$ cat src/rtl/hazard_scoreboard.sv
// hazard_scoreboard: tracks in-flight register writers behind ID, raises the
// load-use stall toward PC and IF/ID, produces registered EX forwarding
// selects, and counts stall cycles for performance readout.
module hazard_scoreboard #(
  parameter int RA_W     = 5,   // register address width
  parameter int STAGES   = 3,   // tracked stages after ID (0 = EX, 1 = MEM, 2 = WB, ...)
  parameter int LOAD_RDY = 2,   // first stage index where load data can be forwarded
  parameter int CNT_W    = 16,  // stall counter width
  parameter int SEL_W    = 2    // forward select width, 2^SEL_W >= STAGES
) (
  input  logic             clk_i,
  input  logic             rst_i,          // asynchronous, active low
  input  logic             id_valid_i,
  input  logic [RA_W-1:0]  id_rs_i,
  input  logic [RA_W-1:0]  id_rt_i,
  input  logic             id_use_rs_i,
  input  logic             id_use_rt_i,
  input  logic [RA_W-1:0]  id_rd_i,
  input  logic             id_regwrite_i,
  input  logic             id_load_i,
  input  logic             ex_flush_i,
  output logic             stall_o,
  output logic [SEL_W-1:0] fwd_rs_o,
  output logic [SEL_W-1:0] fwd_rt_o,
  output logic [CNT_W-1:0] stall_cnt_o
);

  // Writer entries, index 0 is the instruction currently in EX.
  logic [STAGES-1:0] v_q;
  logic [STAGES-1:0] v_d;
  logic [STAGES-1:0] ld_q;
  logic [STAGES-1:0] ld_d;
  logic [RA_W-1:0]   rd_q [STAGES];
  logic [RA_W-1:0]   rd_d [STAGES];

  logic [SEL_W-1:0]  fwd_rs_q;
  logic [SEL_W-1:0]  fwd_rs_d;
  logic [SEL_W-1:0]  fwd_rt_q;
  logic [SEL_W-1:0]  fwd_rt_d;
  logic [CNT_W-1:0]  cnt_q;
  logic [CNT_W-1:0]  cnt_d;

  logic              rs_req;
  logic              rt_req;
  logic [STAGES-1:0] rs_hit;
  logic [STAGES-1:0] rt_hit;
  logic              rs_stall;
  logic              rt_stall;
  logic [SEL_W-1:0]  rs_sel;
  logic [SEL_W-1:0]  rt_sel;
  logic              bubble;

  // A source only looks for writers when it is really read and is not $0.
  assign rs_req = id_valid_i & id_use_rs_i & (id_rs_i != '0);
  assign rt_req = id_valid_i & id_use_rt_i & (id_rt_i != '0);

  genvar gi;
  generate
    for (gi = 0; gi < STAGES; gi++) begin : g_match
      assign rs_hit[gi] = rs_req & v_q[gi] & (rd_q[gi] == id_rs_i);
      assign rt_hit[gi] = rt_req & v_q[gi] & (rd_q[gi] == id_rt_i);
    end
  endgenerate

  // Youngest-match priority: walk from oldest to youngest so the lowest
  // index overwrites. The oldest stage maps to select 0 because the
  // write-first register file already returns its result.
  always_comb begin
    rs_stall = 1'b0;
    rt_stall = 1'b0;
    rs_sel   = '0;
    rt_sel   = '0;
    for (int k = STAGES - 1; k >= 0; k--) begin
      if (rs_hit[k]) begin
        rs_stall = ld_q[k] && (k < LOAD_RDY - 1);
        rs_sel   = (k + 1 <= STAGES - 1) ? SEL_W'(k + 1) : '0;
      end
      if (rt_hit[k]) begin
        rt_stall = ld_q[k] && (k < LOAD_RDY - 1);
        rt_sel   = (k + 1 <= STAGES - 1) ? SEL_W'(k + 1) : '0;
      end
    end
  end

  assign stall_o = rs_stall | rt_stall;

  // Nothing real enters EX when stalling, flushing or when ID is empty.
  assign bubble = stall_o | ex_flush_i | ~id_valid_i;

  // Entry 0 takes the instruction leaving ID; older entries shift down.
  assign v_d[0]  = ~bubble & id_regwrite_i & (id_rd_i != '0);
  assign ld_d[0] = id_load_i;
  assign rd_d[0] = id_rd_i;

  generate
    for (gi = 1; gi < STAGES; gi++) begin : g_shift
      assign v_d[gi]  = v_q[gi-1];
      assign ld_d[gi] = ld_q[gi-1];
      assign rd_d[gi] = rd_q[gi-1];
    end
  endgenerate

  assign fwd_rs_d = bubble ? '0 : rs_sel;
  assign fwd_rt_d = bubble ? '0 : rt_sel;

  // Saturating stall counter: holds at all-ones instead of wrapping.
  assign cnt_d = (stall_o && (cnt_q != {CNT_W{1'b1}})) ? cnt_q + CNT_W'(1) : cnt_q;

  // State update: entry pipeline, forwarding selects and stall counter.
  always_ff @(posedge clk_i or negedge rst_i) begin
    if (!rst_i) begin
      v_q      <= '0;
      ld_q     <= '0;
      for (int k = 0; k < STAGES; k++) begin
        rd_q[k] <= '0;
      end
      fwd_rs_q <= '0;
      fwd_rt_q <= '0;
      cnt_q    <= '0;
    end else begin
      v_q      <= v_d;
      ld_q     <= ld_d;
      for (int k = 0; k < STAGES; k++) begin
        rd_q[k] <= rd_d[k];
      end
      fwd_rs_q <= fwd_rs_d;
      fwd_rt_q <= fwd_rt_d;
      cnt_q    <= cnt_d;
    end
  end

  assign fwd_rs_o    = fwd_rs_q;
  assign fwd_rt_o    = fwd_rt_q;
  assign stall_cnt_o = cnt_q;

endmodule

$ cat config.mk
export PLATFORM = sky130hd
export DESIGN_NAME = hazard_scoreboard
export DESIGN_NICKNAME = d
export VERILOG_FILES = /design/src/rtl/hazard_scoreboard.sv
export SDC_FILE = /design/constraint.sdc
export NUM_CORES = 1
export LEC_CHECK = 0
export BUFFER_PORTS_ARGS = -buffer_cell sky130_fd_sc_hd__clkbuf_2
export CAP_MARGIN = 5
export CELL_PAD_IN_SITES_DETAIL_PLACEMENT = 0
export CELL_PAD_IN_SITES_GLOBAL_PLACEMENT = 1
export CORE_MARGIN = 2
export CORE_UTILIZATION = 45
export CTS_BUF_LIST = sky130_fd_sc_hd__clkbuf_8
export DETAILED_ROUTE_END_ITERATION = 8
export PLACE_DENSITY = 0.95
export SLEW_MARGIN = 30
export SYNTH_ARGS = -nofsm -noshare
export SYNTH_HDL_FRONTEND = slang
export SYNTH_SLANG_ARGS = --single-unit
$ cat constraint.sdc
create_clock -name clk_i -period 4.1 [get_ports clk_i]
set_clock_uncertainty 0.2 [all_clocks]
set_input_delay 0.41 -clock clk_i [delete_from_list [all_inputs] [get_ports clk_i]]
set_output_delay 0.41 -clock clk_i [all_outputs]
set_load 0.01 [all_outputs]
# --- After elaboration in Yosys (flattened, before gate mapping) ---
# Index checks and enable logic that the tools add are counted.
word_totals:
  regBits: 33
  elab_cells: 44
  input_bits: 23
classes:
  n_eq_ne: 5
  bitwise_logic: 19
  add_sub_neg: 1
  muxes: 8
  n_reduce_logical: 4
op_table:
  columns: ["cell", "count"]
  rows:
  - ["$eq A5 B5 Y1", 4]
  - ["$add A16 B1 Y16 const B", 1]
  - ["$ne A16 B16 Y1 const B", 1]
  - ["$reduce_bool A5 Y1", 3]
  - ["$and A1 B1 Y1", 14]
  - ["$mux W2", 6]
  - ["$or A1 B1 Y1", 3]
  - ["$mux W1", 2]
  - ["$not A1 Y1", 2]
  - ["$logic_and A1 B1 Y1", 1]

# --- Longest topological paths before layout ---
# Gate-level depths: netlist (run 1).
depth:
  ltp_word: 11
  depth_mapped: 8
  ltp_nobuf: 7

# --- Worst setup path after synthesis (run 1) ---
# OpenSTA, ideal clock, no wires.
synth_timing:
  path_kind: "input-to-output"
  startpoint: "input port id_rt_i[0]"
  endpoint: "output port stall_o"
  cell_stages: 6
  arrival_ns: 1.574
  required_time_ns: 3.490
  path_slack_ns: 1.916
  path_cell_list: "xnor2_1 -> nand4_1 -> or4_4 -> a21bo_1 -> buf_6 -> inv_1"
synth_via:
  elab_chain_len: 6
synth_lines:
  columns: ["item", "line", "text"]
  rows:
  - ["from (decl)", "15", "input logic [RA_W-1:0] id_rt_i,"]
  - ["$reduce_bool A5 Y1", "55", "assign rt_req = id_valid_i & id_use_rt_i & (id_rt_i != '0);"]
  - ["$and A1 B1 Y1", "55", null]
  - ["$and A1 B1 Y1", "61", "assign rt_hit[gi] = rt_req & v_q[gi] & (rd_q[gi] == id_rt_i);"]
  - ["$and A1 B1 Y1 (*)", "61", null]
  - ["$mux W1 (*)", "78", "if (rt_hit[k]) begin"]
  - ["$or A1 B1 Y1 (*)", "85", "assign stall_o = rs_stall | rt_stall;"]
  - ["to (decl)", "22", "output logic stall_o,"]
# Mark *: on every way between the ends. The rest lies on a longest branch, timed or not.

# --- Final worst setup path (run 1) ---
layout_timing:
  startpoint: "register rd_q, in the netlist rd_d[7]"
  endpoint: "output port stall_o"
layout_via:
  elab_chain_len: 4
layout_lines:
  columns: ["item", "line", "text"]
  rows:
  - ["from (decl)", "33", "logic [RA_W-1:0] rd_q [STAGES];"]
  - ["from (signal, indexed assignment)", "124", "rd_q[k] <= rd_d[k];"]
  - ["$eq A5 B5 Y1, on equally long branches", "60, 61", null]
  - ["$and A1 B1 Y1, on equally long branches", "60, 61", null]
  - ["$mux W1, on equally long branches", "74, 78", null]
  - ["$or A1 B1 Y1 (*)", "85", null]
# Marked as above.

==> metrics.md, run 1 <==
| Metric | Value |
|---|---|
| Worst-Skew Late Latency | ~0.29 ns |
| CTS tree | yes |
| Max-capacitance violation count | 0 |
| Critical-path maximum fanout | 8 |
| R2r worst-path depth | 6 |
| Clock slew at reported path FFs | 0.07 ns |
| CP endpoint | stall_o |
| # diodes | 0 |
| Postcts setup bufs | 0 |
| Ports | 44 |
| Height of the chip | 63.0 µm |
| Switching pwr | between 0.0001 and 0.00015 W |
| Layout Nets | 205 |
| Outcome | finished with violations |
| IR drop worst, VDD | around 0.00022 V |
| Quantity of gates resized following cts | 0 |
| Netlist cell types | 29 |
| Reg2reg start | rd_d[7]$_DFF_PN0_ |
| FMAX | 367 MHz |
| Clk pwr share | 0.446 |
| Remaining antenna violation count | 0 |
| Die Width | 63.0 µm |
| CP startpoint | rd_d[7]$_DFF_PN0_ |
| Max clock buf depth | 2 |
| Hold-fix buffers, CTS | 0 |
| Max-slew violation count | 0 |
| Post-Route WL | 3170 µm |
| Post-synth ARST share | 1.00 |
| Sw Ratio | 0.212 |
| Vias/cell | 5.06 |
| Placer Congestion | 0.887 |
| Critical path arrival | 2.12 ns |
| Total die area | a little under 4000 µm² |
| Design area | 1940 µm² |
| PwrDens | 361 nW/µm² |
| First-pass GRT wire length | ~5500 µm |
| Least-Margin Pin Slew | 0.857 ns |
| Sum Neg Setup Slack | 0 ns |
| H-tree Lvls | 2 |
| Synth Cell Area | 1560 µm² |
| LEAKAGE | 0.913 nW |
| Seq pwr share | 0.487 |
| CTS Buf Count | 5 |
| Slew margin rel. | 0.429 |
| Worst min path class | in2async |
| Final period util | 0.665 |
| FP Rows | 21 |
| Share of layout cells above drive strength 1 | 0.302 |
| Initial Util | 0.469 |
| Crit path required time | 3.49 ns |
| Sequential share of the synthesized area | 0.528 |
| Drt wl/cell | 13.9 µm |
| Post-DP Area | 1820 µm² |
| Root buf cell | clkbuf_8 |
| Synth top area share | 0.528 |
| Unrepaired setup endpoints after global routing | no |
| Syn Inst Count | 133 |
| Pin count of the biggest net entering global routing | 34 |
| Gr usage total | 0.186 |
| Violated checks | negative hold slack |
| Area of the core | 3340 µm² |
| Internal power | 0.000550 W |
| Number of synthesized flops with an enable pin | 0 |
| Warnings from Yosys | 0 |
| Minimum clock period | around 2.7 ns |
| Critical Path End Type | output pin |
| Syn Area/Cell | 11.8 µm² |
| Number of global-route vias before repair | ~1200 |
| P&R area growth vs syn | 23.8% |
| R2r endpoint | stall_cnt_o[8]$_DFFE_PN0P_ |
| Final Core Density | 0.580 |
| CP Launch Type | register |
| Worst setup path class | reg2out |
| Post-synthesis net count | 157 |
| Reg2Reg Setup Slack | approximately 1.4 ns |
| Most area-hungry cell type in the Yosys netlist | dfrtp_1 |
| Vias | between 1000 and 1500 |
| Synth top area cells | dfrtp_1 (53%), xnor2_1 (13%), xor2_1 (6.7%) |
| Yosys reg bits | 33 |
| Gr ovfl total | 0 |
| Dpl hpwl | 2430 µm |
| Final hold slack | -0.0189 ns |
| Initial DRT Pass Iterations | 4 |
| Antenna violations before repair | 0 |
| Comb power frac | 0.067 |
| Final hold viol count | 33 |
| Port bufs | 43 |
| Drt first-iter violations | 57 |
| Sink Count | 33 |
| Top_reg_cell synth | dfrtp_1 |
| Remaining DRCs | 0 |
| Setup Viol. Count Final | 0 |
==> synth_stat cells, drive strengths merged (2+ instances only) <==
master and number:
xor2 12, nand4 8, inv 5, or3 2, buf 2, nor3 4
nor2 6, dfrtp 33, and2 3, or4 3, and3 2, xnor2 23
nor4b 2, nand2 7, nand3 8, nor4 3
==> metal layers <==
metal / vias up / global-route usage / routed length (µm)
li1: 554 / - / -
met1: 555 / 0.206 / 1310
met2: 40 / 0.307 / 1590
met3: 5 / 0.0703 / 193
met4: 0 / 0.100 / 78
met5: - / 0 / 0
==> metrics by stage <==
| stage | worst slack, ns | instances | hold WS [ns] | total power, W |
|---|---|---|---|---|
| 3_3_place_gp | 1.42 | 220 | 0.197 | 0.000391 |
| 6_report | 1.37 | 228 | -0.0189 | 0.000699 |
| 5_1_grt | 1.18 | 228 | 0.0201 | 0.000731 |
| 2_1_floorplan | 1.92 | 133 | -0.0856 | 0.000365 |
| 4_1_cts | 1.35 | 228 | 0.0139 | 0.000705 |
| 3_5_place_dp | 1.30 | 220 | 0.205 | 0.000394 |
==> logic make-up after synthesis <==
family / after synthesis / share of synthesized area
xor+xnor: 35 / 0.196
fa+ha+maj: 1 / 0.00800
compound gates: 6 / 0.0320
buf+inv: 7 / 0.0224
flops: 33 / 0.528
mux: 1 / 0.00720
simple gates: 50 / 0.206
==> registers in the layout, indices dropped and copies added (netlist names) <==
register and count:
fwd_rs_o 2, fwd_rt_o 2, ld_q 1, rd_d 10, stall_cnt_o 16, v_q 2
==> power by group through the flow <==
stage / clock, W / sequential (W) / combinational, W
2_1_floorplan: 0 / 0.000345 / 0.0000205
3_3_place_gp: 0 / 0.000346 / 0.0000450
3_5_place_dp: 0 / 0.000346 / 0.0000471
4_1_cts: 0.000317 / 0.000341 / 0.0000473
5_1_grt: 0.000338 / 0.000341 / 0.0000521
6_report: 0.000312 / 0.000340 / 0.0000465
==> how the worst min path moves through the flow <==
stage,endpoint,cells past startpoint,start
CTS,stall_cnt_o[15]$_DFFE_PN0P_,1,rst_i
global placement,v_q[1]$_DFF_PN0_,0,v_q[0]$_DFF_PN0_
finish,fwd_rs_o[1]$_DFF_PN0_,1,rst_i
detailed placement,v_q[1]$_DFF_PN0_,0,v_q[0]$_DFF_PN0_
floorplan,fwd_rs_o[0]$_DFF_PN0_,0,rst_i
global route,ld_q[0]$_DFF_PN0_,1,id_load_i
==> worst max-delay path: stages (launching register included) <==
cell and delay (ns):
dfrtp_1 0.42, xnor2_1 0.16, nand4_1 0.13, or4_4 0.56, a21bo_1 0.33, inv_1 0.10
clkbuf_2 0.13
==> layout by cell type (no fill, tap or decap) <==
cell	instances
clkbuf_2	43
dfrtp_1	33
xnor2_1	23
xor2_1	12
nand4_1	8
nand3_1	8
nand2_1	7
nor2_1	6
inv_1	6
clkbuf_8	6
nor3_1	4
and2_1	3
or4_1	2
or3_1	2
nor4_1	2
and3_1	2
nor4b_4	2
or4_4	1
o311a_1	1
a21bo_1	1
nand2b_1	1
nor2b_1	1
o2111a_1	1
o21ai_0	1
a21oi_1	1
mux2_2	1
o2111ai_1	1
nor4_4	1
ha_1	1
bufinv_16	1
==> final cells by class <==
class / count / area (µm²)
multi-input cells: 93 / 703
flip-flops and latches: 33 / 826
clock inverters: 2 / 33.8
repair buffers: 43 / 215
clock buffers: 6 / 82.6
well taps: 46 / 57.6
fillers: 300 / 1400
inverters: 5 / 18.8
Note: power is estimated with default switching activity, not from simulation.
==> run 2, diff against run 1 <==
--- a/config.mk
+++ b/config.mk
@@ -5,15 +5,16 @@
 export SDC_FILE = /design/constraint.sdc
 export NUM_CORES = 1
 export LEC_CHECK = 0
+export ABC_AREA = 1
 export BUFFER_PORTS_ARGS = -buffer_cell sky130_fd_sc_hd__clkbuf_2
 export CAP_MARGIN = 5
 export CELL_PAD_IN_SITES_DETAIL_PLACEMENT = 0
 export CELL_PAD_IN_SITES_GLOBAL_PLACEMENT = 1
 export CORE_MARGIN = 2
-export CORE_UTILIZATION = 45
+export CORE_UTILIZATION = 40
 export CTS_BUF_LIST = sky130_fd_sc_hd__clkbuf_8
 export DETAILED_ROUTE_END_ITERATION = 8
-export PLACE_DENSITY = 0.95
+export PLACE_DENSITY = 0.92
 export SLEW_MARGIN = 30
 export SYNTH_ARGS = -nofsm -noshare
 export SYNTH_HDL_FRONTEND = slang
==> constraint.sdc (replaced) <==
create_clock -name clk_i -period 2.75 [get_ports clk_i]
set_clock_uncertainty 0.2 [all_clocks]
set_input_delay 0.275 -clock clk_i [delete_from_list [all_inputs] [get_ports clk_i]]
set_output_delay 0.275 -clock clk_i [all_outputs]
set_load 0.01 [all_outputs]
==> metrics.md, run 2 <==
| Metric | Value |
|---|---|
| Initial Util | 0.411 (was 0.469) |
| Hold Path Depth | 4 |
| Worst min path class | in2reg (was in2async) |
| Design area | 2350 µm² (was 1940 µm²) |
| Setup Viol. Count Final | 0 (unchanged) |
| Met1 Usage GRT | 0.217 (was 0.206) |
| H-tree Lvls | 2 (unchanged) |
| Syn Inst Count | 258 (was 133) |
| Vias | 1854 (was 1154) |
| Gr ovfl total | 0 (unchanged) |
| Antenna violations before repair | 0 (unchanged) |
| Total die area | 5390 µm² (was 3960 µm²) |
| Top_reg_cell synth | dfrtp_1 (unchanged) |
| Worst-Skew Late Latency | 0.28 ns (was 0.29 ns) |
| Outcome | finished clean (was finished with violations) |
| IR drop worst, VDD | 0.000249 V (was 0.000218 V) |
| Synth top area share | 0.429 (was 0.528) |
| Remaining antenna violation count | 0 (unchanged) |
| Most frequent cell after synthesis | nand2_1 (was dfrtp_1) |
| Area of the core | 4690 µm² (was 3340 µm²) |
| Number of global-route vias before repair | 1802 (was 1218) |
| Global route hottest layer | met2 (unchanged) |
| Max-capacitance violation count | 0 (unchanged) |
| Max-slew violation count | 0 (unchanged) |
| Synth top area cells | dfrtp_1 (43%), nand2_1 (17%), nand4_1 (7.1%) (was dfrtp_1 (53%), xnor2_1 (13%), xor2_1 (6.7%)) |
| Height of the chip | 73.4 µm (was 63.0 µm) |
| Largest register FFs | 16 (unchanged) |
| Ports | 44 (unchanged) |
| Minimum clock period | 2.33 ns |
| R2r worst-path depth | 9 (was 6) |
| Least-Margin Pin Slew | 0.824 ns (was 0.857 ns) |
| Seq pwr share | 0.531 (was 0.487) |
| Reg2reg start | stall_cnt_o[0]$_DFFE_PN0P_ (was rd_d[7]$_DFF_PN0_) |
| CTS tree | yes (unchanged) |
| CP Launch Type | register (unchanged) |
| Sequential share of the synthesized area | 0.429 (was 0.528) |
| Post-synth top cells | nand2_1 (88), dfrtp_1 (33), inv_1 (28), nor2_1 (24), nand4_1 (22) (was dfrtp_1 (33), xnor2_1 (23), xor2_1 (12), nand3_1 (8), nand4_1 (8)) |
| Vias/cell | 5.07 (was 5.06) |
| R2r endpoint | stall_cnt_o[1]$_DFFE_PN0P_ (was stall_cnt_o[8]$_DFFE_PN0P_) |
| FMAX | 428 MHz |
| Dpl hpwl | 3380 µm (was 2430 µm) |
| Post-synthesis net count | 282 (was 157) |
| Pin count of the biggest net entering global routing | 34 (unchanged) |
| Placer Congestion | 0.833 (was 0.887) |
| Post-synth ARST share | 1.00 (unchanged) |
| Synth Cell Area | 1930 µm² (was 1560 µm²) |
| Worst Hold End | fwd_rt_o[0]$_DFF_PN0_ |
| Internal power | 0.000709 W (was 0.000550 W) |
| Max clock buf depth | 2 (unchanged) |
| CTS Buf Count | 5 (unchanged) |
| Netlist cell types | 28 (was 29) |
| Gr usage total | 0.192 (was 0.186) |
| Final hold viol count | 0 (was 33) |
| Commonest non-fill, non-tap cell in the layout | nand2_1 (was clkbuf_2) |
| Sum Neg Setup Slack | 0 ns (unchanged) |
| Worst setup path class | reg2out (unchanged) |
| Share of layout cells above drive strength 1 | 0.202 (was 0.302) |
| Post-DP Area | 2180 µm² (was 1820 µm²) |
| Port bufs | 43 (unchanged) |
| Remaining DRCs | 0 (unchanged) |
| Met2 GRT Util | 0.361 (was 0.307) |
| Clock slew at reported path FFs | 0.07 ns (about the same) |
| Critical-path maximum fanout | 18 (was 8) |
| First-pass GRT wire length | 7890 µm (was 5490 µm) |
| P&R area growth vs syn | 21.8% (was 23.8%) |
| Syn Area/Cell | 7.47 µm² (was 11.8 µm²) |
| Met3 Track Usage GR | 0.0453 (was 0.0703) |
| Drt first-iter violations | 91 (was 57) |
| Fillers | 479 (was 300) |
| Final period util | 0.849 |
| # diodes | 0 (unchanged) |
| Die Width | 73.4 µm (was 63.0 µm) |
| Quantity of gates resized following cts | 0 (unchanged) |
| HP Start | ex_flush_i |
| PwrDens | 409 nW/µm² (was 361 nW/µm²) |
| Most area-hungry cell type in the Yosys netlist | dfrtp_1 (unchanged) |
| Warnings from Yosys | 0 (unchanged) |
| Initial DRT Pass Iterations | 4 (unchanged) |
| Slew margin rel. | 0.450 (was 0.429) |
| LEAKAGE | 1.26 nW (was 0.913 nW) |
| Comb power frac | 0.097 (was 0.067) |
| Reg2Reg Setup Slack | 0.69 ns (was 1.40 ns) |
| Crit path required time | 2.28 ns (was 3.49 ns) |
| Sw Ratio | 0.261 (was 0.212) |
| Most frequent cells in the layout | nand2_1 (88), clkbuf_2 (43), dfrtp_1 (33), inv_1 (28), nor2_1 (24) (was clkbuf_2 (43), dfrtp_1 (33), xnor2_1 (23), xor2_1 (12)) |
| Yosys reg bits | 33 (unchanged) |
| Unrepaired setup endpoints after global routing | no (unchanged) |
| Number of synthesized flops with an enable pin | 0 (unchanged) |
| Critical path arrival | 1.86 ns (was 2.12 ns) |
| Switching pwr | 0.000250 W (was 0.000148 W) |
| Root buf cell | clkbuf_8 (unchanged) |
| Post-Route WL | 4680 µm (was 3170 µm) |
| Critical Path End Type | output pin (unchanged) |
| FP Rows | 25 (was 21) |
| Sink Count | 33 (unchanged) |
| Layout Nets | 335 (was 205) |
| Clk pwr share | 0.372 (was 0.446) |
| Drt wl/cell | 12.8 µm (was 13.9 µm) |
run 2: changes by cell type after synthesis, sizes merged, moves of 5 or more:
cell / before / now
a21oi: 1 / 6
inv: 5 / 32
nand2: 7 / 89
nand3: 8 / 16
nand4: 8 / 22
nor2: 6 / 26
xnor2: 23 / 8
xor2: 12 / 7
run 2: how the worst max path moves through the flow:
stage / start / endpoint / slack [ns] / depth (start not counted)
2_1_floorplan: stall_cnt_o[0]$_DFFE_PN0P_ / stall_cnt_o[12]$_DFFE_PN0P_ / 0.91 / 9
3_3_place_gp: rd_d[8]$_DFF_PN0_ / stall_o / 0.70 / 9
3_5_place_dp: rd_d[8]$_DFF_PN0_ / stall_o / 0.70 / 8
4_1_cts: rd_d[8]$_DFF_PN0_ / stall_o / 0.39 / 8
5_1_grt: rd_d[8]$_DFF_PN0_ / stall_o / 0.18 / 9
6_report: rd_d[8]$_DFF_PN0_ / stall_o / 0.42 / 9
run 2: timing repair:
action / 4_1_cts / 5_1_grt
buffers inserted: 0 / 0
endpoints found under the hold margin: 40 / 0
hold buffers: 8 / 0
run 2: layout make-up:
class,instances,area [µm²],share of cell area
Multi-Input combinational cell,187,948,0.404
Sequential cell,33,826,0.352
Timing Repair Buffer,51,295,0.126
Tap cell,54,67.6,0.0288
Clock inverter,3,17.5,0.00746
Inverter,33,124,0.0528
Clock buffer,5,68.8,0.0293
run 2: cell families (layout without fill, tap and decap cells):
logic type | count (synthesis) | after routing | share of synthesized area
AOI/OAI and AO/OA | 13 | 13 | 0.0409
xor gates and xnor gates | 15 | 15 | 0.0682
and+or+nand+nor | 158 | 158 | 0.377
adders and majority gates | 1 | 1 | 0.00649
DFF | 33 | 33 | 0.429
buffers and inverters | 38 | 92 | 0.0792
run 2: worst max-delay path: stages, from the launching register on:
cell and delay [ns]:
dfrtp_1 0.42, inv_1 0.07, nand2_1 0.05, o21ai_0 0.08
nor2_1 0.12, nand3_1 0.15, nand2_2 0.33, nand2_1 0.15
inv_1 0.09, clkbuf_2 0.12
run 2: per-stage QoR:
stage	power (W)	util	instances	setup WS [ns]	hold slack (ns)
3_5_place_dp	0.000603	0.465	350	0.704	0.182
2_1_floorplan	0.000557	-	258	0.910	-0.221
5_1_grt	0.00101	0.500	366	0.185	0.0762
6_report	0.000959	0.500	366	0.416	0.0601
4_1_cts	0.000975	0.500	366	0.387	0.0563
3_3_place_gp	0.000602	0.465	350	0.701	0.181
run 2: routing by layer:
metal | share of wire | up-vias
met5 | 0 | -
met4 | 0.011 | 0
met3 | 0.043 | 5
met2 | 0.52 | 44
met1 | 0.42 | 870
li1 | - | 935
run 2: power by group through the flow:
stage | clock [W] | combinational (W) | sequential [W]
after floorplan | 0 | 0.0000444 | 0.000513
after global placement | 0 | 0.0000849 | 0.000517
after detailed placement | 0 | 0.0000845 | 0.000518
after CTS | 0.000373 | 0.0000938 | 0.000509
after global routing | 0.000392 | 0.000108 | 0.000510
final | 0.000357 | 0.0000929 | 0.000509
